[config.mk]
export PLATFORM = sky130hd
export DESIGN_NAME = vend_transaction_ctrl
export DESIGN_NICKNAME = d
export VERILOG_FILES = /design/src/rtl/vend_pkg.sv /design/src/rtl/vend_change_dispenser.sv /design/src/rtl/vend_transaction_ctrl.sv
export SDC_FILE = /design/constraint.sdc
export NUM_CORES = 1
export LEC_CHECK = 0
export ABC_AREA = 1
export BUFFER_PORTS_ARGS = -buffer_cell sky130_fd_sc_hd__buf_4
export CORE_MARGIN = 4
export CORE_UTILIZATION = 55
export CTS_BUF_LIST = sky130_fd_sc_hd__clkbuf_2 sky130_fd_sc_hd__clkbuf_4 sky130_fd_sc_hd__clkbuf_8
export CTS_CLUSTER_SIZE = 8
export DETAILED_ROUTE_END_ITERATION = 10
export HOLD_SLACK_MARGIN = 0.02
export PLACE_DENSITY = 0.71
export SLEW_MARGIN = 20
export SYNTH_ARGS = -nofsm -noshare
export SYNTH_HDL_FRONTEND = slang
export SYNTH_HIERARCHICAL = 1
export SYNTH_SLANG_ARGS = --single-unit
[constraint.sdc]
create_clock -name i_clock -period 8.8 [get_ports i_clock]
set_clock_uncertainty 0.05 [all_clocks]
set_input_delay 1.32 -clock i_clock [delete_from_list [all_inputs] [get_ports i_clock]]
set_output_delay 1.32 -clock i_clock [all_outputs]
set_load 0.02 [all_outputs]
[src/rtl/vend_pkg.sv]
// Shared types and constants for the vending transaction sequencer:
// FSM states, one-hot coin encodings with their values, and error codes.
package vend_pkg;

    typedef enum logic [2:0] {
        ST_IDLE,
        ST_CREDIT,
        ST_PRICE,
        ST_CHECK,
        ST_DISPENSE,
        ST_CHANGE
    } vend_state_t;

    localparam logic [3:0] COIN_500  = 4'b0001;
    localparam logic [3:0] COIN_1000 = 4'b0010;
    localparam logic [3:0] COIN_2000 = 4'b0100;
    localparam logic [3:0] COIN_5000 = 4'b1000;

    localparam logic [15:0] VALUE_500  = 16'd500;
    localparam logic [15:0] VALUE_1000 = 16'd1000;
    localparam logic [15:0] VALUE_2000 = 16'd2000;
    localparam logic [15:0] VALUE_5000 = 16'd5000;

    localparam logic [3:0] ERR_NONE         = 4'h0;
    localparam logic [3:0] ERR_INSUFFICIENT = 4'h1;
    localparam logic [3:0] ERR_OVER_LIMIT   = 4'h2;
    localparam logic [3:0] ERR_SOLD_OUT     = 4'h3;
    localparam logic [3:0] ERR_BUSY         = 4'h4;
    localparam logic [3:0] ERR_INVALID      = 4'hF;

    // A zero return marks a money_type that is not exactly one-hot.
    function automatic logic [15:0] money_value(input logic [3:0] coin);
        case (coin)
            COIN_500:  return VALUE_500;
            COIN_1000: return VALUE_1000;
            COIN_2000: return VALUE_2000;
            COIN_5000: return VALUE_5000;
            default:   return 16'd0;
        endcase
    endfunction

    function automatic vend_state_t rest_state(input logic [15:0] amount);
        return (amount != 16'd0) ? ST_CREDIT : ST_IDLE;
    endfunction

endpackage

[src/rtl/vend_change_dispenser.sv]
// Greedy change stepper: each step emits the largest coin not exceeding the
// presented amount and reports what is left and whether another coin fits.
module vend_change_dispenser
    import vend_pkg::*;
(
    input  logic        i_clock,
    input  logic        i_reset,
    input  logic        i_step,
    input  logic [15:0] i_amount,
    output logic        o_change_valid,
    output logic [3:0]  o_change_type,
    output logic [15:0] o_residual,
    output logic        o_done
);

    logic [3:0]  w_coin_type;
    logic [15:0] w_coin_value;
    logic        r_change_valid;
    logic [3:0]  r_change_type;

    always_comb begin
        w_coin_type  = 4'b0000;
        w_coin_value = 16'd0;
        if (i_amount >= VALUE_5000) begin
            w_coin_type  = COIN_5000;
            w_coin_value = VALUE_5000;
        end else if (i_amount >= VALUE_2000) begin
            w_coin_type  = COIN_2000;
            w_coin_value = VALUE_2000;
        end else if (i_amount >= VALUE_1000) begin
            w_coin_type  = COIN_1000;
            w_coin_value = VALUE_1000;
        end else if (i_amount >= VALUE_500) begin
            w_coin_type  = COIN_500;
            w_coin_value = VALUE_500;
        end
    end

    assign o_residual = i_amount - w_coin_value;
    assign o_done     = (o_residual < VALUE_500);

    always_ff @(posedge i_clock or posedge i_reset) begin
        if (i_reset) begin
            r_change_valid <= 1'b0;
            r_change_type  <= 4'b0000;
        end else begin
            r_change_valid <= i_step && (w_coin_type != 4'b0000);
            r_change_type  <= i_step ? w_coin_type : 4'b0000;
        end
    end

    assign o_change_valid = r_change_valid;
    assign o_change_type  = r_change_type;

endmodule

[src/rtl/vend_transaction_ctrl.sv]
// Vending transaction sequencer: owns credit, prices and discounts the
// selected product, issues the dispense pulse and drives change return.
module vend_transaction_ctrl
    import vend_pkg::*;
#(
    parameter int unsigned PRICE_STEP         = 500,
    parameter int unsigned MAX_CREDIT         = 20000,
    parameter int unsigned TIMEOUT_CYCLES     = 255,
    parameter int unsigned DISCOUNT_THRESHOLD = 10
)
(
    input  logic        i_clock,
    input  logic        i_reset,
    input  logic        i_money_valid,
    input  logic [3:0]  i_money_type,
    input  logic        i_select_valid,
    input  logic [2:0]  i_address,
    input  logic        i_cancel,
    input  logic [7:0]  i_stock_empty,
    output logic [15:0] o_credit,
    output logic [3:0]  o_error,
    output logic        o_busy,
    output logic        o_dispense_valid,
    output logic [2:0]  o_dispense_addr,
    output logic        o_change_valid,
    output logic [3:0]  o_change_type,
    output logic [7:0]  o_sales_count
);

    vend_state_t r_state, w_next_state;
    logic [15:0] r_credit, w_next_credit;
    logic [3:0]  r_error, w_next_error;
    logic [2:0]  r_addr, w_next_addr;
    logic [15:0] r_price, w_next_price;
    logic [7:0]  r_sales, w_next_sales;
    logic [7:0]  r_timer, w_next_timer;
    logic        r_busy, w_next_busy;
    logic        r_dispense_valid, w_next_dispense_valid;
    logic        w_change_step;

    logic [15:0] w_coin_value;
    logic [16:0] w_credit_sum;
    logic [15:0] w_base, w_scaled, w_discounted, w_after_sale;
    logic [15:0] w_residual;
    logic        w_change_done;

    assign w_coin_value = money_value(i_money_type);
    assign w_credit_sum = {1'b0, r_credit} + {1'b0, w_coin_value};
    assign w_base       = 16'(PRICE_STEP) * (16'(r_addr) + 16'd1);
    // ceil(base*9/16): round up whenever any fractional bits are shifted out
    assign w_scaled     = (w_base << 3) + w_base;
    assign w_discounted = (w_scaled >> 4) + {15'd0, |w_scaled[3:0]};
    assign w_after_sale = r_credit - r_price;

    vend_change_dispenser u_change (
        .i_clock        (i_clock),
        .i_reset        (i_reset),
        .i_step         (w_change_step),
        .i_amount       (r_credit),
        .o_change_valid (o_change_valid),
        .o_change_type  (o_change_type),
        .o_residual     (w_residual),
        .o_done         (w_change_done)
    );

    always_comb begin
        w_next_state          = r_state;
        w_next_credit         = r_credit;
        w_next_error          = r_error;
        w_next_addr           = r_addr;
        w_next_price          = r_price;
        w_next_sales          = r_sales;
        w_next_timer          = 8'd0;
        w_next_dispense_valid = 1'b0;
        w_change_step         = 1'b0;

        case (r_state)
            ST_IDLE, ST_CREDIT: begin
                if (i_cancel) begin
                    if (r_credit != 16'd0) w_next_state = ST_CHANGE;
                end else if (i_money_valid) begin
                    if (w_coin_value == 16'd0) begin
                        w_next_error = ERR_INVALID;
                    end else if (w_credit_sum > 17'(MAX_CREDIT)) begin
                        w_next_error = ERR_OVER_LIMIT;
                    end else begin
                        w_next_credit = w_credit_sum[15:0];
                        w_next_error  = ERR_NONE;
                        w_next_state  = ST_CREDIT;
                    end
                end else if (i_select_valid) begin
                    if (i_stock_empty[i_address]) begin
                        w_next_error = ERR_SOLD_OUT;
                    end else begin
                        w_next_addr  = i_address;
                        w_next_state = ST_PRICE;
                    end
                end else if (r_state == ST_CREDIT && r_credit >= VALUE_500) begin
                    // Only uninterrupted idle cycles holding refundable credit count
                    if (r_timer == 8'(TIMEOUT_CYCLES - 1)) begin
                        w_next_state = ST_CHANGE;
                    end else begin
                        w_next_timer = r_timer + 8'd1;
                    end
                end
            end
            ST_PRICE: begin
                w_next_price = (r_sales > 8'(DISCOUNT_THRESHOLD)) ? w_discounted : w_base;
                w_next_state = ST_CHECK;
            end
            ST_CHECK: begin
                if (r_credit >= r_price) begin
                    w_next_state          = ST_DISPENSE;
                    w_next_dispense_valid = 1'b1;
                end else begin
                    w_next_error = ERR_INSUFFICIENT;
                    w_next_state = rest_state(r_credit);
                end
            end
            ST_DISPENSE: begin
                w_next_credit = w_after_sale;
                w_next_sales  = (r_sales == 8'hFF) ? r_sales : r_sales + 8'd1;
                w_next_error  = ERR_NONE;
                w_next_state  = (w_after_sale >= VALUE_500) ? ST_CHANGE : rest_state(w_after_sale);
            end
            ST_CHANGE: begin
                w_change_step = 1'b1;
                w_next_credit = w_residual;
                if (w_change_done) w_next_state = rest_state(w_residual);
            end
            default: w_next_state = ST_IDLE;
        endcase

        if (r_busy && i_money_valid) w_next_error = ERR_BUSY;

        w_next_busy = (w_next_state == ST_PRICE) || (w_next_state == ST_CHECK) ||
                      (w_next_state == ST_DISPENSE) || (w_next_state == ST_CHANGE);
    end

    always_ff @(posedge i_clock or posedge i_reset) begin
        if (i_reset) begin
            r_state          <= ST_IDLE;
            r_credit         <= 16'd0;
            r_error          <= ERR_NONE;
            r_addr           <= 3'd0;
            r_price          <= 16'd0;
            r_sales          <= 8'd0;
            r_timer          <= 8'd0;
            r_busy           <= 1'b0;
            r_dispense_valid <= 1'b0;
        end else begin
            r_state          <= w_next_state;
            r_credit         <= w_next_credit;
            r_error          <= w_next_error;
            r_addr           <= w_next_addr;
            r_price          <= w_next_price;
            r_sales          <= w_next_sales;
            r_timer          <= w_next_timer;
            r_busy           <= w_next_busy;
            r_dispense_valid <= w_next_dispense_valid;
        end
    end

    assign o_credit         = r_credit;
    assign o_error          = r_error;
    assign o_busy           = r_busy;
    assign o_dispense_valid = r_dispense_valid;
    assign o_dispense_addr  = r_addr;
    assign o_sales_count    = r_sales;

endmodule

# Word-level counts from Yosys, hierarchy flattened
# Cells that the tools add are included.
dict set report word_totals {
  in_bits 20
  output_inout_bits 38
  register_bits 65
  wordCells 129
}
dict set report classes {
  n_eq_ne 23
  order_cmp 10
  bitwise_logic 4
  n_addsub 8
  muxes 52
  n_mul 1
  n_reduce_logical 20
}
# operator count
set ops {}
lappend ops {{$mux W16} 7}
lappend ops {{$pmux W13 S4} 1}
lappend ops {{$mux W8} 6}
lappend ops {{$pmux W16 S3} 1}
lappend ops {{$reduce_bool A16 Y1} 3}
lappend ops {{$mux W4} 11}
lappend ops {{$mux W3} 12}
lappend ops {{$ge A16 B9 Y1 const B} 2}
lappend ops {{$sub A16 B16 Y16} 2}
lappend ops {{$add A16 B16 Y17} 1}
lappend ops {{$gt A17 B15 Y1 const B} 1}
lappend ops {{$add A16 B13 Y16} 1}
lappend ops {{$add A8 B1 Y8 const B} 2}
lappend ops {{$eq A8 B8 Y1 const B} 2}
lappend ops {{$ge A16 B10 Y1 const B} 1}
lappend ops {{$ge A16 B11 Y1 const B} 1}
lappend ops {{$ge A16 B13 Y1 const B} 1}
lappend ops {{$ge A16 B16 Y1} 1}
lappend ops {{$logic_not A16 Y1} 1}
lappend ops {{$lt A16 B9 Y1 const B} 1}
lappend ops {{$pmux W3 S5} 1}
lappend ops {{$reduce_and A5 Y1} 3}
lappend ops {{$add A12 B1 Y13} 1}
lappend ops {{$mux W13} 1}
lappend ops {{28 further kinds} 54}

# Depth between registers and ports, before layout
# Gate-level depths: netlist (run 1).
dict set report depth {
  depth_word 14
  depth_mapped 30
  mapped_depth_nobuf 30
}

# Modules after synthesis
# The synthesis (run 1) kept the hierarchy.
# module instances cells_per_inst seq_area_each_um2 area_per_inst_um2
set by_module_without_submodules {}
lappend by_module_without_submodules {vend_transaction_ctrl 1 871 1426.4 5941.9}
lappend by_module_without_submodules {vend_change_dispenser 1 228 125.1 1218.7}

# Worst setup path before layout (run 1)
# No wires, ideal clock.
dict set report synth_timing {
  path_kind {register -> register}
  startpoint {register r_addr[0], in the netlist o_dispense_addr[0]}
  endpoint {register r_price[10]}
  path_stages_with_launch 29
  path_slack_ns 3.738
  setup_time_ns 0.116
  arrival_ns 4.896
  required_time_ns 8.634
  period_less_slack_ns 5.062
  n_path_buf 0
  cell_sequence {dfrtp_1 ha_1 or2_2 nand2_1 inv_1 fa_1 inv_1 fa_1 ha_1 a21oi_1 nand2_1 nand2_1 nand2_1 a21boi_0 xor2_1 inv_1 ha_1 a21oi_1 inv_1 nand4_1 nand2_1 nor2_1 nand3_1 nand2_1 inv_1 nand2_1 nand3_1 nand2_1 nand2_1}
}
dict set report synth_via {
  elab_chain_len 6
}
# item line
set synth_lines {}
lappend synth_lines {{from (decl)} vend_transaction_ctrl.sv:33} ;# logic [2:0] r_addr, w_next_addr;
lappend synth_lines {{from (signal assigned)} vend_transaction_ctrl.sv:155} ;# r_addr <= w_next_addr;
lappend synth_lines {{$add A3 B1 Y4 *} vend_transaction_ctrl.sv:49} ;# assign w_base = 16'(PRICE_STEP) * (16'(r_addr) + 16'd1);
lappend synth_lines {{$mul A7 B4 Y11 *} vend_transaction_ctrl.sv:49}
lappend synth_lines {{$add A16 B13 Y16} vend_transaction_ctrl.sv:51} ;# assign w_scaled = (w_base << 3) + w_base;
lappend synth_lines {{$reduce_or A4 Y1} vend_transaction_ctrl.sv:52} ;# assign w_discounted = (w_scaled >> 4) + {15'd0, |w_scaled[3:0]};
lappend synth_lines {{$add A12 B1 Y13} vend_transaction_ctrl.sv:52}
lappend synth_lines {{$mux W13 *} vend_transaction_ctrl.sv:108} ;# w_next_price = (r_sales > 8'(DISCOUNT_THRESHOLD)) ? w_discounted : w_base;
lappend synth_lines {{to (signal assigned)} vend_transaction_ctrl.sv:156} ;# r_price <= w_next_price;
lappend synth_lines {{to (decl)} vend_transaction_ctrl.sv:34} ;# logic [15:0] r_price, w_next_price;
# Every way passes the cells marked *; elsewhere a longest branch is shown, timed or not.
# A chain may end at the register's enable or synchronous reset.

# Worst setup path in the final report (run 1)
# Same ends and word-level chain as after synthesis.

==> results.md, run 1 <==
- CP max-delay cell: dfrtp_1
- Total grt overflow: 0
- Clock buffer depth: 2
- Slew at the pin closest to its max-slew limit: 0.7418 ns
- Ys flop type: dfrtp_1
- Min-delay worst type: reg2reg
- Final period util: 63.08%
- Count leader, synth: nand2_1
- Syn_area_per_cell: 6.516 µm²
- Detailed-placement wirelength estimate: 15450 µm
- Hold WS: 0.4404 ns
- DR pass1 iterations: 5
- Worst Setup SP: o_dispense_addr[0]
- Final core occ: 62.45%
- CTS root buffer: clkbuf_8
- Mux contribution to synthesized area: 0%
- Cell accounting for the most synthesized area: dfrtp_1
- CP Capture Point: r_price[10]
- Worst r2r src: o_dispense_addr[0]
- Hold Buf Count CTS: 0
- Adder-cell area share of the yosys netlist: 13.98%
- Die H: 122.1 µm
- Crit Path Class: reg2reg
- R2R setup slack: 3.25 ns
- Sequential element share of the synthesized area: 21.67%
- Grt met2 use: 45.82%
- Die W: 122.1 µm
- Die ar.: 14910 µm²
- Clk slew on worst S/H paths: 0.08 ns
- PortBufs: 57
- Worst flop-to-flop path endpoint: r_price[10]
- Placer congestion estimate: 0.9227
- Status: completed
- Most instantiated cells after synthesis: 280 x nand2_1, 186 x inv_1, 111 x nor2_1, 89 x nand3_1, 64 x ha_1
- Critical Path Stages: 26
- Max-cap violations: 0
- Crit path buffers/inverters: 5
- CP startpoint kind: register
- Largest net degree at the start of global routing: 58
- Async SR Flop Fraction: 100.0%
- #FFs+latches synth: 62
- Simple-gate share of the synthesized area: 36.20%
- Share of cells above drive strength 1: 13.50%
- # fillers: 1241
- DRC: 0
- Endpoints failing setup: 0
- Gr busiest metal: met2
- GRT Total Usage: 26.93%
- Post-synth net total: 1193
- TritonCTS clock tree: built
- Main combinational cell family by area after synthesis: simple AND/OR/NAND/NOR gates
- Worst R2R Path Depth: 26
- RSZ-0062 raised after global routing: no
- Cts repair resizes: 0
- Fmax: 180.1 MHz
- Crit. End Element: register
- Data required, critical path: 8.99 ns
- Vias: 7081
- Minimum clock period after layout: 5.551 ns
- Final nets: 1252
- Post-route setup TNS: 0 ns
- M1 GR Usage: 34.68%
- GR Layer Usage met3: 3.714%
- First-pass GRT wire length: 31970 µm
- TritonCTS Sinks: 62
- Number of synthesized flops with an enable pin: 0
- Most frequent CP cell: nand2_1
- DR iter-0 viols: 382
- Share of the synthesized area in the top cell type: 21.67%
- Most area-consuming cells after synthesis: dfrtp_1 22%, nand2_1 15%, ha_1 11%, inv_1 9.8%, nand3_1 6.2%
- H-tree Lvls: 3
- Ys Warns: 6
- Area growth, synth to finish: 10.50%
- Cell variety after synth: 56
- Vias in the first global route: 6656
- Starting Density: 56.51%
- Crit path DAT: 5.74 ns
- Clk Latency, worst-skew pair: 0.36 ns
- Antenna Nets Post-Route: 0
- Relative slew slack: 50.49%
- Final Hold Vio Count: 0
- XOR/XNOR share of the synthesized area: 4.159%
- # IOs: 58
- DR WL/cell: 14.50 µm
- Initial antenna violation count: 0
- # diodes: 0
- CP top delay family: adder cells
- Rows: 41
- DRT Wirelength: 19350 µm
- Crit-path max cell delay: 0.65 ns
- Post-Syn Area: 7161 µm²
- Core area: 12670 µm²
- Synth Area in Compound Gates: 12.21%
- Critical-path maximum fanout: 11
- Setup repair bufs after CTS: 0
- Vias per cell: 5.304
- Max-slew violations: 0
- Mapped Cells: 1099
- Total CTS buffers: 9
==> layout make-up <==
type / count / area, µm² / area share [%]
Sequential cell: 62 / 1551 / 19.61
Multi-Input combinational cell: 827 / 4766 / 60.23
Timing Repair Buffer: 61 / 457.9 / 5.787
Tap cell: 172 / 215.2 / 2.720
Clock buffer: 9 / 123.9 / 1.565
Inverter: 197 / 742.0 / 9.377
Clock inverter: 7 / 56.30 / 0.7116
==> worst min-delay path by stage <==
stage | from | to | slack [ns] | cells past startpoint
2_1_floorplan | r_price[10] | r_price[10] | 0.40 | 2
3_3_place_gp | o_error[2] | o_error[2] | 0.43 | 2
3_5_place_dp | o_error[1] | o_error[1] | 0.43 | 2
4_1_cts | o_error[1] | o_error[1] | 0.45 | 2
5_1_grt | r_price[10] | r_price[10] | 0.48 | 2
6_report | o_error[1] | o_error[1] | 0.44 | 2
==> cells by family after synthesis <==
kind of cell | after synthesis
buffers and inverters | 210
xor gates and xnor gates | 34
adders and majority gates | 74
DFF | 62
and+or+nand+nor | 582
AOI/OAI and AO/OA | 137
==> tightest hold or removal path, delay by kind of cell (launching register included) <==
family,cells,cell delay [ns]
flip-flops,1,0.35
AO/OA/AOI/OAI,1,0.06
AND/OR/NAND/NOR,1,0.05
==> state kept, by name (all words and copies together) (netlist names) <==
name / cells
o_busy: 1
o_credit: 16
o_dispense_addr: 3
o_dispense_valid: 1
o_error: 4
o_sales_count: 8
r_price: 13
r_state: 3
r_timer: 8
u_change/o_change_type: 4
u_change/o_change_valid: 1
==> layout by cell type (no fill, tap or decap), types with 4 or more instances in the layout <==
cell type,count
nand2_1,280
inv_1,185
nor2_1,111
nand3_1,89
ha_1,64
dfrtp_1,62
buf_4,61
o21ai_0,36
a21oi_1,35
nand2_2,30
xor2_1,21
nand4_1,19
o21ai_2,14
xnor2_1,13
nor3_1,12
inv_2,11
fa_1,10
a221oi_1,9
clkbuf_8,9
nor4_1,7
nand3b_1,6
nor2_2,6
o22ai_1,6
a31oi_1,5
or2_2,4
a22oi_1,4
==> metal layers <==
metal,wire [µm],up-vias
li1,-,3655
met3,1064,44
met2,9224,178
met4,680,0
met1,8381,3204
met5,0,-
==> metrics by stage <==
step	setup slack [ns]	std cells	cell area (µm²)
finish	3.249	1335	7913
global route	2.772	1335	7913
CTS	3.284	1335	7913
detailed placement	3.307	1319	7732
global placement	3.445	1319	7732
floorplan	3.738	1099	7161
Power of run 1 is not shown: default switching activity piles up to over one toggle a cycle in this logic, so the estimate is an artifact.
==> inputs of run 2 (changes only) <==
Clock period 8.8 ns to 5.6 ns, I/O delays scaled along.
==> results.md, run 2 (synthesized netlist as in run 1, its figures left out) <==
- # IOs: 58
- DR WL/cell: 14.48 µm
- Share of cells above drive strength 1: 14.14%
- Crit. End Element: register
- # diodes: 0
- Worst Setup SP: o_dispense_addr[1]
- Final nets: 1256
- Fmax: 193.1 MHz
- RSZ-0062 raised after global routing: no
- Largest net degree at the start of global routing: 58
- Status: completed
- Placer congestion estimate: 0.9239
- Max reg flops: 16
- First-pass GRT wire length: 32190 µm
- Most frequent cells in the layout: 280 x nand2_1, 185 x inv_1, 111 x nor2_1, 89 x nand3_1, 65 x buf_4
- Vias: 7195
- Rows: 41
- Post-route setup TNS: 0 ns
- Data required, critical path: 5.80 ns
- PortBufs: 57
- Max-slew violations: 0
- Vias in the first global route: 6669
- DRC: 0
- H-tree Lvls: 3
- Antenna Nets Post-Route: 0
- CTS root buffer: clkbuf_8
- Clk slew on worst S/H paths: 0.08 ns
- TritonCTS Sinks: 62
- Final Hold Vio Count: 0
- Starting Density: 56.51%
- DR iter-0 viols: 377
- Critical-path maximum fanout: 6
- Setup repair bufs after CTS: 0
- Relative slew slack: 50.46%
- # fillers: 1266
- Die W: 122.1 µm
- Most common cell after layout, fill and taps aside: nand2_1
- Max-cap violations: 0
- Crit-path max cell delay: 0.57 ns
- Hold Buf Count CTS: 0
- TritonCTS clock tree: built
- Area growth, synth to finish: 11.06%
- Total CTS buffers: 9
- Initial antenna violation count: 0
- Min-delay worst type: in2async
- Die ar.: 14910 µm²
- Clock buffer depth: 2
- Crit Path Class: reg2reg
- DR pass1 iterations: 5
- Die H: 122.1 µm
- CP startpoint kind: register
- Clk Latency, worst-skew pair: 0.36 ns
- Most frequent CP cell: nand2_1
- Slew at the pin closest to its max-slew limit: 0.7423 ns
- DRT Wirelength: 19390 µm
- Total grt overflow: 0
- Hold WS: 0.3351 ns
- GRT Total Usage: 27.26%
- Vias per cell: 5.373
- Crit path DAT: 5.37 ns
- Endpoints failing setup: 0
- Detailed-placement wirelength estimate: 15550 µm
- Worst r2r src: o_dispense_addr[1]
- Final period util: 92.47%
- Minimum clock period after layout: 5.179 ns
- CP max-delay cell: fa_1
- Core area: 12670 µm²
run 2: cell count changes in the layout (fill, tap and decap cells not counted):
cell	before	now
inv_6	3	4
ha_2	0	1
dfrtp_1	62	61
clkinv_4	2	0
a21oi_1	35	33
ha_1	64	63
clkinvlp_4	1	2
buf_4	61	65
a21oi_2	3	5
dfrtp_2	0	1
run 2: worst paths after layout:
path / endpoint / slack [ns] / cells after the start
setup / recovery: r_price[10] / 0.42 / 28
hold / removal: u_change/o_change_type[0] / 0.34 / 2
setup reg to reg: r_price[10] / 0.42 / 28
hold reg to reg: o_error[2] / 0.45 / 2
max in group asynchronous: o_dispense_addr[1] / 4.34 / 3
min in group i_clock: o_error[2] / 0.45 / 2
run 2: critical path, delay by kind of cell (launching register included):
| family | cells | cell delay [ns] |
|---|---|---|
| adder cells (fa/ha/maj) | 5 | 1.95 |
| AND/OR/NAND/NOR | 14 | 1.38 |
| AO/OA/AOI/OAI | 3 | 0.56 |
| flip-flops | 1 | 0.45 |
| buffers and inverters | 5 | 0.44 |
| XOR/XNOR | 1 | 0.21 |
run 2: layer usage:
metal	vias to the layer above	GRT usage, %	routed length (µm)	part of all wire (%)
li1	3670	-	-	-
met1	3306	34.53	8399	43
met2	189	47.17	9472	49
met3	30	4.828	1033	5.3
met4	0	8.747	488	2.5
met5	-	0	0	0
run 2: timing repair:
| item | CTS | global route |
|---|---|---|
| endpoints found under the hold margin | 0 | 0 |
| resized for setup | 0 | 4 |
| endpoints found under the setup margin | 0 | 2 |
run 2: cell type report:
type / instances / area, µm² / share of cell area [%]
timing repair buffer: 65 / 488.0 / 6.136
clock inverter: 7 / 55.05 / 0.6923
multi-input combinational: 827 / 4776 / 60.05
clock buffer: 9 / 123.9 / 1.558
tap: 172 / 215.2 / 2.706
inverter: 197 / 742.0 / 9.330
sequential: 62 / 1553 / 19.52
run 2: metrics by stage:
step,cell area (µm²),instances,worst slack (ns),utilization (%)
after floorplan,7161,1099,0.5381,-
after global placement,7762,1323,0.4585,61.26
after detailed placement,7762,1323,0.2968,61.26
after CTS,7941,1339,0.2700,62.67
after global routing,7953,1339,0.007925,62.76
final,7953,1339,0.4214,62.76
Power of run 2 is left out for the same reason.
